[src/rtl/timer_pkg.sv]
// Shared types and constants for the BCD countdown timer and its digit cells.
package timer_pkg;

  typedef enum logic [1:0] {
    IDLE,
    RUN,
    PAUSED,
    DONE
  } state_e;

  localparam logic [3:0]  BCD_MAX_DIGIT   = 4'd9;
  localparam logic [3:0]  SEC_TENS_RELOAD = 4'd5;
  localparam logic [3:0]  QUICK_ADD_TENS  = 4'd3;
  localparam int unsigned MIN_DIGITS_MAX  = 3;

endpackage

[src/rtl/bcd_digit_down.sv]
// One BCD digit of the countdown chain: parallel load, or decrement on borrow_in
// with reload to RELOAD when passing through zero.
module bcd_digit_down
  import timer_pkg::*;
#(
  parameter logic [3:0] RELOAD = BCD_MAX_DIGIT
) (
  input  logic       clock,
  input  logic       clr,
  input  logic       load,
  input  logic [3:0] load_val,
  input  logic       borrow_in,
  output logic [3:0] digit,
  output logic       borrow_out,
  output logic       digit_zero
);

  logic [3:0] digit_q, digit_d;

  always_comb begin
    digit_d = digit_q;
    if (load) begin
      digit_d = load_val;
    end else if (borrow_in) begin
      digit_d = digit_zero ? RELOAD : digit_q - 4'd1;
    end
  end

  always_ff @(posedge clock or posedge clr) begin
    if (clr) begin
      digit_q <= '0;
    end else begin
      digit_q <= digit_d;
    end
  end

  assign digit      = digit_q;
  assign digit_zero = (digit_q == '0);
  assign borrow_out = borrow_in & digit_zero;

endmodule

[src/rtl/bcd_countdown_timer.sv]
// Minutes:seconds BCD countdown timer with keypad entry and run/pause/cancel control.
// Define QUICK_ADD_EN to enable the +30 s quick_add strobe.
module bcd_countdown_timer
  import timer_pkg::*;
#(
  parameter int unsigned MIN_DIGITS = 1
) (
  input  logic                    clock,
  input  logic                    clr,
  input  logic                    tick,
  input  logic                    key_valid,
  input  logic [3:0]              key_data,
  input  logic                    start,
  input  logic                    pause,
  input  logic                    cancel,
  input  logic                    quick_add,
  output logic [3:0]              sec_ones,
  output logic [3:0]              sec_tens,
  output logic [4*MIN_DIGITS-1:0] mins,
  output logic                    zero,
  output logic                    running,
  output logic                    done
);

  localparam int unsigned NDIG = MIN_DIGITS + 2;
  localparam int unsigned W    = 4 * NDIG;

  if (MIN_DIGITS < 1 || MIN_DIGITS > MIN_DIGITS_MAX) begin : g_bad_min_digits
    $error("MIN_DIGITS must be in 1..%0d", MIN_DIGITS_MAX);
  end

  state_e          state_q, state_d;
  logic [W-1:0]    val, load_val, qa_sum;
  logic [NDIG-1:0] dz;
  logic [NDIG:0]   borrow;
  logic            load, dec, qa;
  logic            act_cancel, act_start, act_pause, act_qa, act_key, act_tick;
  logic            unused_underflow;

  // Digit 0 = seconds units, 1 = seconds tens, 2.. = minutes (LSD first).
  for (genvar i = 0; i < NDIG; i++) begin : g_dig
    bcd_digit_down #(
      .RELOAD((i == 1) ? SEC_TENS_RELOAD : BCD_MAX_DIGIT)
    ) u_digit (
      .clock     (clock),
      .clr       (clr),
      .load      (load),
      .load_val  (load_val[4*i +: 4]),
      .borrow_in (borrow[i]),
      .digit     (val[4*i +: 4]),
      .borrow_out(borrow[i+1]),
      .digit_zero(dz[i])
    );
  end

  assign borrow[0]        = dec;
  assign unused_underflow = borrow[NDIG];
  assign zero             = &dz;

`ifdef QUICK_ADD_EN
  logic [3:0] qa_tens;
  logic       qa_carry;

  assign qa = quick_add;

  always_comb begin
    qa_sum   = val;
    qa_tens  = val[7:4] + QUICK_ADD_TENS;
    qa_carry = (qa_tens > SEC_TENS_RELOAD);
    qa_sum[7:4] = qa_carry ? (qa_tens - (SEC_TENS_RELOAD + 4'd1)) : qa_tens;
    for (int unsigned i = 2; i < NDIG; i++) begin
      if (qa_carry) begin
        if (val[4*i +: 4] >= BCD_MAX_DIGIT) begin
          qa_sum[4*i +: 4] = '0;
        end else begin
          qa_sum[4*i +: 4] = val[4*i +: 4] + 4'd1;
          qa_carry         = 1'b0;
        end
      end
    end
    if (qa_carry) begin
      qa_sum = {{MIN_DIGITS{BCD_MAX_DIGIT}}, SEC_TENS_RELOAD, BCD_MAX_DIGIT};
    end
  end
`else
  logic unused_quick_add;

  assign qa               = 1'b0;
  assign qa_sum           = '0;
  assign unused_quick_add = quick_add;
`endif

  // Only the highest-priority strobe present acts in a given cycle; DONE ignores all.
  always_comb begin
    act_cancel = 1'b0;
    act_start  = 1'b0;
    act_pause  = 1'b0;
    act_qa     = 1'b0;
    act_key    = 1'b0;
    act_tick   = 1'b0;
    if (state_q != DONE) begin
      act_cancel = cancel;
      act_start  = start & ~cancel;
      act_pause  = pause & ~cancel & ~start;
      act_qa     = qa & ~cancel & ~start & ~pause;
      act_key    = key_valid & ~cancel & ~start & ~pause & ~qa;
      act_tick   = tick & ~cancel & ~start & ~pause & ~qa & ~key_valid;
    end
  end

  always_ff @(posedge clock or posedge clr) begin
    if (clr) begin
      state_q <= IDLE;
    end else begin
      state_q <= state_d;
    end
  end

  always_comb begin
    state_d = state_q;
    unique case (state_q)
      IDLE: begin
        if (act_start && !zero) begin
          state_d = RUN;
        end else if (act_qa && zero) begin
          state_d = RUN;
        end
      end
      RUN: begin
        if (act_cancel) begin
          state_d = IDLE;
        end else if (act_pause) begin
          state_d = PAUSED;
        end else if (dec && val == W'(1)) begin
          state_d = DONE;
        end
      end
      PAUSED: begin
        if (act_cancel) begin
          state_d = IDLE;
        end else if (act_start) begin
          state_d = RUN;
        end
      end
      DONE: state_d = IDLE;
    endcase
  end

  // From zero, the +30 s sum is exactly 0:30, so one path serves both quick_add cases.
  always_comb begin
    load     = 1'b0;
    load_val = val;
    dec      = 1'b0;
    if (act_cancel) begin
      load     = 1'b1;
      load_val = '0;
    end else if (act_qa) begin
      load     = 1'b1;
      load_val = qa_sum;
    end else if (act_key && state_q == IDLE && key_data <= BCD_MAX_DIGIT) begin
      load     = 1'b1;
      load_val = {val[W-5:0], key_data};
    end else if (act_tick && state_q == RUN && !zero) begin
      dec = 1'b1;
    end
  end

  always_comb begin
    running = (state_q == RUN);
    done    = (state_q == DONE);
  end

  assign sec_ones = val[3:0];
  assign sec_tens = val[7:4];
  assign mins     = val[W-1:8];

endmodule

[config.mk]
export PLATFORM = sky130hd
export DESIGN_NAME = bcd_countdown_timer
export DESIGN_NICKNAME = d
export VERILOG_FILES = /design/src/rtl/timer_pkg.sv /design/src/rtl/bcd_digit_down.sv /design/src/rtl/bcd_countdown_timer.sv
export SDC_FILE = /design/constraint.sdc
export NUM_CORES = 1
export LEC_CHECK = 0
export CELL_PAD_IN_SITES_DETAIL_PLACEMENT = 2
export CELL_PAD_IN_SITES_GLOBAL_PLACEMENT = 2
export CORE_MARGIN = 2
export CORE_UTILIZATION = 29
export CTS_CLUSTER_SIZE = 16
export DETAILED_ROUTE_END_ITERATION = 16
export GPL_ROUTABILITY_DRIVEN = 1
export PLACE_DENSITY = 0.87
export SLEW_MARGIN = 10
export SYNTH_ARGS = -nofsm -noshare
export SYNTH_HDL_FRONTEND = slang
export SYNTH_SLANG_ARGS = --single-unit
[constraint.sdc]
create_clock -name clock -period 4.4 [get_ports clock]
set_input_delay 1.32 -clock clock [delete_from_list [all_inputs] [get_ports clock]]
set_output_delay 1.32 -clock clock [all_outputs]
set_load 0.02 [all_outputs]
==> results.cfg <==
[routing]
post-route-drc-count = 0
routedWlPerCell_um = 18.1
ant_nets = 0
via_per_inst = 5.85
firstDrtPassIters = 4
num_vias = 1082
drt_iter0_markers = 36
finalWirelength_um = 3350

[pwr]
clkPwrFrac = 0.342
sequentialPowerShare = 0.451
power_density_nw_per_um2 = 239
peakVddDrop_mv = 0.119
switchingPower_uw = 96.8
p_leak_nw = 0.479
p_int_uw = 211
swShare = 0.314
p_comb_frac = 0.207

[critical_path]
cp-start-kind = register
crit_chain = or4_1 -> nor3_1 -> clkdlybuf4s50_1
path_buf_inv = 1
worstPathArrival_ns = 2.57
crit_slowest_cell = clkdlybuf4s50_1
critPathMaxStageDelay_ns = 0.69
crit_family = simple AND/OR/NAND/NOR gates
required_ns = 3.08
cp_max_fo = 7
crit_type = reg2out
end_kind = primary output

[global_route]
antenna_found_initial = 0
grt_pass1_wl_um = 5690
gr-total-overflow = 0
grt_pass1_vias = 1138
grt_usage = 0.203
grt_start_max_net_pins = 15

[logic_synthesis]
ys_ff_latch = 14
ys_seq_area_frac = 0.362
synth_area_um2 = 968
synth_fp_nets = 129
avgSynthCellArea_um2 = 8.28
ys_warn_count = 0
synth-edff-count = 0
synth_cell_types = 40
ys.flop_type = dfrtp_1
synth_top_cell_area_share = 0.362
syn_inst = 117
yosysTopAreaCell = dfrtp_1
synth_area_leaders = dfrtp_1 36%, o21ai_0 6.7%, nor4_1 4.5%
async_reset_ff_frac = 1.00

[cts]
cts_root_buffer = clkbuf_4
cts_setup_buffers = 0
cts.sinks = 14
ctsHoldBuffers = 0
numCtsBuffers = 3
ctsResizeCount = 0
clk_pin_slew_ns = 0.11
cts_buffer_depth = 2
htree_levels = 1
clkLatencyLatePin_ns = 0.31
cts_tree = built

[sta]
fin_crit_sh = 0.883
tightest_slew_ns = 0.719
finalHoldViolations = 0
drv_slew = 0
maxSlewHeadroom = 0.508
setup_violations = 0
max_freq_ghz = 0.257
rsz0062_at_grt = no
finalClockSkew_ns = 0.00790
setup_tns_ns = 0
post-route-min-period_ns = 3.89
worst_slack_ns = 0.514

[floorplan]
die_h_um = 61.8
start_util = 0.312
io_pins = 27
core-area_um2 = 3100
rows = 20
die_area_um2 = 3820
die_x_um = 61.8

[finish]
nets = 154
drive_gt1_frac = 0.0638
layout_common_cells = 25 x clkdlybuf4s50_1, 14 x dfrtp_1, 13 x o21ai_0
final_common_cell = clkdlybuf4s50_1
fin_cells = 185
synthToLayoutAreaGrowth_pct = 33.2
final_cell_area_um2 = 1290
diodes = 0
utilization = 0.416

[worst_hold_path]
hold_path.class = reg2reg

[placed_design]
dpl-instance-area_um2 = 1250
gp_congestion = 0.780
dp.cells = 181
hpwl_um = 2510
dp_slack_ns = 0.730
portBuffers = 25

[job]
drv_cap = 0

[outcome]
outcome = complete, no violations
[layout make-up]
cell class | count | area, um^2
clock buffer | 4 | 36.3
fill | 372 | 1810
inverter | 3 | 11.3
multi-input combinational | 95 | 587
sequential | 14 | 350
tap | 44 | 55.1
timing repair buffer | 25 | 250
[Yosys cell counts (2+ instances only)]
cell	number
dfrtp_1	14
inv_1	3
nor3_1	7
or3_1	2
nor3b_1	2
mux2i_1	2
o211ai_1	2
or2_2	2
a21oi_1	6
nand2b_1	2
o31ai_1	2
nand2_1	11
clkbuf_1	3
nor2b_1	2
a211oi_1	2
or4_1	4
o21ai_0	13
nor4_1	7
nor2_1	5
nand3_1	5
a2111oi_0	2
[worst register-to-register path: stages, from the launching register on]
cell and delay, ns:
dfrtp_1 0.48, or4_1 0.66, or3_4 0.45, or4b_1 0.51, a221oi_1 0.27
[worst paths after layout]
| path | start | to | slack, ns | cells after the start |
|---|---|---|---|---|
| min in group asynchronous | clr | state_q[1]$_DFFE_PP0P_ | 1.36 | 2 |
| setup / recovery | g_dig[0].u_digit.digit[1]$_DFFE_PP0P_ | zero | 0.51 | 3 |
| hold reg to reg | g_dig[2].u_digit.digit[2]$_DFFE_PP0P_ | g_dig[2].u_digit.digit[2]$_DFFE_PP0P_ | 0.59 | 1 |
| setup reg to reg | g_dig[0].u_digit.digit[1]$_DFFE_PP0P_ | g_dig[2].u_digit.digit[2]$_DFFE_PP0P_ | 1.93 | 4 |
| max in group asynchronous | clr | g_dig[1].u_digit.digit[1]$_DFFE_PP0P_ | 2.64 | 2 |
| hold / removal | g_dig[2].u_digit.digit[2]$_DFFE_PP0P_ | g_dig[2].u_digit.digit[2]$_DFFE_PP0P_ | 0.59 | 1 |
[power groups by stage]
stage / combinational [mW] / clock, mW / sequential [mW]
5_1_grt: 0.0705 / 0.110 / 0.140
4_1_cts: 0.0643 / 0.108 / 0.139
3_3_place_gp: 0.0620 / 0 / 0.141
2_1_floorplan: 0.0329 / 0 / 0.142
6_report: 0.0637 / 0.105 / 0.139
3_5_place_dp: 0.0639 / 0 / 0.142
[sequential cells by signal, indices dropped and copies added (netlist names)]
name / count
g_dig.u_digit.digit: 12
state_q: 2
[through the flow]
stage | hold WS [ns] | power, mW
floorplan | 0.620 | 0.175
detailed placement | 0.576 | 0.205
global placement | 0.555 | 0.203
finish | 0.594 | 0.308
CTS | 0.594 | 0.311
global route | 0.623 | 0.321
[metal layers]
layer | wire [um] | up-vias | track usage
met1 | 1520 | 553 | 0.260
met3 | 94 | 5 | 0.0269
li1 | - | 505 | -
met5 | 0 | - | 0
met2 | 1690 | 19 | 0.352
met4 | 48 | 0 | 0.0638
[logic make-up after synthesis]
| family | count (synthesis) | share of synthesized area |
|---|---|---|
| compound gates | 35 | 0.233 |
| xor+xnor | 1 | 0.00905 |
| buf+inv | 8 | 0.0323 |
| mux | 2 | 0.0207 |
| simple gates | 57 | 0.344 |
| flops | 14 | 0.362 |
No activity file was read; power rests on OpenSTA's default activity.
==> RTL change, RTL diff (same settings) <==
Register the outputs `sec_ones`, `sec_tens` and `mins`, without a reset; this adds one clock of latency there. The other outputs are not delayed to match.
--- a/src/rtl/bcd_countdown_timer.sv
+++ b/src/rtl/bcd_countdown_timer.sv
@@ -170,9 +170,11 @@
     done    = (state_q == DONE);
   end
 
-  assign sec_ones = val[3:0];
-  assign sec_tens = val[7:4];
-  assign mins     = val[W-1:8];
+  always_ff @(posedge clock) begin
+    sec_ones <= val[3:0];
+    sec_tens <= val[7:4];
+    mins     <= val[W-1:8];
+  end
 
 endmodule
 
Formal check against the unedited RTL: not equivalent (a bounded check fails within 4 cycles, from zero or initial values).
==> RTL change against the original RTL <==
Combinational power fell by 4.6%. Routed wire length grew 9.1%. Final area is 25% higher. Worst setup slack improved by 0.39 ns. Sequential cell count grew 12. Power up 51%. Clock skew shrank 0.0013 ns. Synthesized area rose by 31%. Largest cell class unchanged.
==> RTL change: results (changes against the original RTL) <==
----------------------------------------------------
[Min path]
  Hold Path Stages ... 0 (was 1)
  Min-delay src ... g_dig[1].u_digit.digit[3]$_DFFE_PP0P_ (was g_dig[2].u_digit.digit[2]$_DFFE_PP0P_)
  End point of the worst hold path ... sec_tens[3]$_DFF_P_ (was g_dig[2].u_digit.digit[2]$_DFFE_PP0P_)

[Power and ir drop]
  Flip-flop and latch power ... 248 uW (was 139 uW)
  Net switching fraction of the power ... 25.5% (was 31.4%)
  Maximum vdd drop ... 0.0920 mV (was 0.119 mV)
  Static Leak ... 0.613 nW (was 0.479 nW)

[Setup path]
  Arrival time at the worst endpoint ... 2.18 ns (was 2.57 ns)
  Reg-to-reg critical path startpoint ... g_dig[1].u_digit.digit[0]$_DFFE_PP0P_ (was g_dig[0].u_digit.digit[1]$_DFFE_PP0P_)
  Terminus of the critical flop-to-flop path ... g_dig[0].u_digit.digit[2]$_DFFE_PP0P_ (was g_dig[2].u_digit.digit[2]$_DFFE_PP0P_)

[Layout]
  Fraction of layout instances using a drive strength above 1 ... 8.67% (was 6.38%)
  Final nets ... 163 (was 154)
  Fill count ... 471 (was 372)

[Global route]
  Vias in the first global route ... 1184 (was 1138)
  Total global routing track utilization ... 15.6% (was 20.3%)

[Synth]
  Mapped Nets ... 136 (was 129)
  Synth area leaders ... sky130_fd_sc_hd__dfrtp_1 28%, sky130_fd_sc_hd__dfxtp_1 19%, sky130_fd_sc_hd__nand3_1 3.2% (was sky130_fd_sc_hd__dfrtp_1 36%, sky130_fd_sc_hd__o21ai_0 6.7%, sky130_fd_sc_hd__nor4_1 4.5%)
  Share of synthesized area occupied by flip-flops and latches ... 46.6% (was 36.2%)
  Mux contribution to synthesized area ... 0.888% (was 2.07%)
  Fraction of synthesized cell area in xor and xnor cells ... 0% (was 0.904%)
  Commonest cells in the synthesized netlist ... 14 x sky130_fd_sc_hd__dfrtp_1, 12 x sky130_fd_sc_hd__dfxtp_1, 10 x sky130_fd_sc_hd__nor2_1 (was 14 x sky130_fd_sc_hd__dfrtp_1, 13 x sky130_fd_sc_hd__o21ai_0, 11 x sky130_fd_sc_hd__nand2_1)
  Count of cell types in the netlist ... 50 (was 40)

[Detailed routing]
  Count of vias placed by the detailed router ... 1128 (was 1082)
  Average wire per cell in the routed design ... 18.1 um (about the same)

[Status]
  Run status ... finished clean (unchanged)

[Place]
  Detail Placement HPWL ... 2.77 mm (was 2.51 mm)

[Timing]
  Max Clock Skew ... 0.00657 ns (was 0.00790 ns)
  Final-layout worst hold slack ... 0.490 ns (was 0.594 ns)

[CTS]
  Clock Pin Slew Worst Setup and Hold Paths ... 0.09 ns (was 0.11 ns)

----------------------------------------------------
[RTL change: stage by stage]
step                worst slack (ns)  instances  util, %  total power, mW
floorplan                       1.89        124        -            0.284
global placement                1.11        198     36.2            0.311
detailed placement             0.980        198     36.2            0.314
CTS                            0.870        202     37.5            0.471
global route                   0.767        202     37.5            0.484
finish                         0.899        202     37.5            0.466
[RTL change: worst max-delay path by stage]
stage	start	end	slack (ns)	cells after the start
2_1_floorplan	key_valid	g_dig[2].u_digit.digit[0]$_DFFE_PP0P_	1.89	4
3_3_place_gp	cancel	g_dig[2].u_digit.digit[1]$_DFFE_PP0P_	1.11	5
3_5_place_dp	cancel	g_dig[2].u_digit.digit[1]$_DFFE_PP0P_	0.98	5
4_1_cts	g_dig[1].u_digit.digit[0]$_DFFE_PP0P_	zero	0.87	4
5_1_grt	g_dig[1].u_digit.digit[0]$_DFFE_PP0P_	zero	0.77	4
6_report	g_dig[1].u_digit.digit[0]$_DFFE_PP0P_	zero	0.90	4
[RTL change: worst max-delay path, cell delays in order, from the launching register on]
cell                              delay, ns
sky130_fd_sc_hd__dfrtp_1               0.48
sky130_fd_sc_hd__nor4_2                0.42
sky130_fd_sc_hd__nand4_1               0.28
sky130_fd_sc_hd__inv_1                 0.11
sky130_fd_sc_hd__clkdlybuf4s50_1       0.60
[RTL change: cell type report]
class / count / area (um2) / share of cell area (%)
flip-flops and latches: 26 / 591 / 36.7
inverters: 6 / 22.5 / 1.40
well taps: 52 / 65.1 / 4.04
repair buffers: 25 / 250 / 15.5
multi-input cells: 89 / 627 / 38.9
clock buffers: 4 / 55.1 / 3.42
[RTL change: routing by layer]
metal	vias to the layer above	GRT usage (%)	share of wire (%)
met4	0	7.69	2.2
met5	-	0	0
met2	17	28.0	51
met3	5	0.866	1.8
met1	572	18.9	45
li1	534	-	-
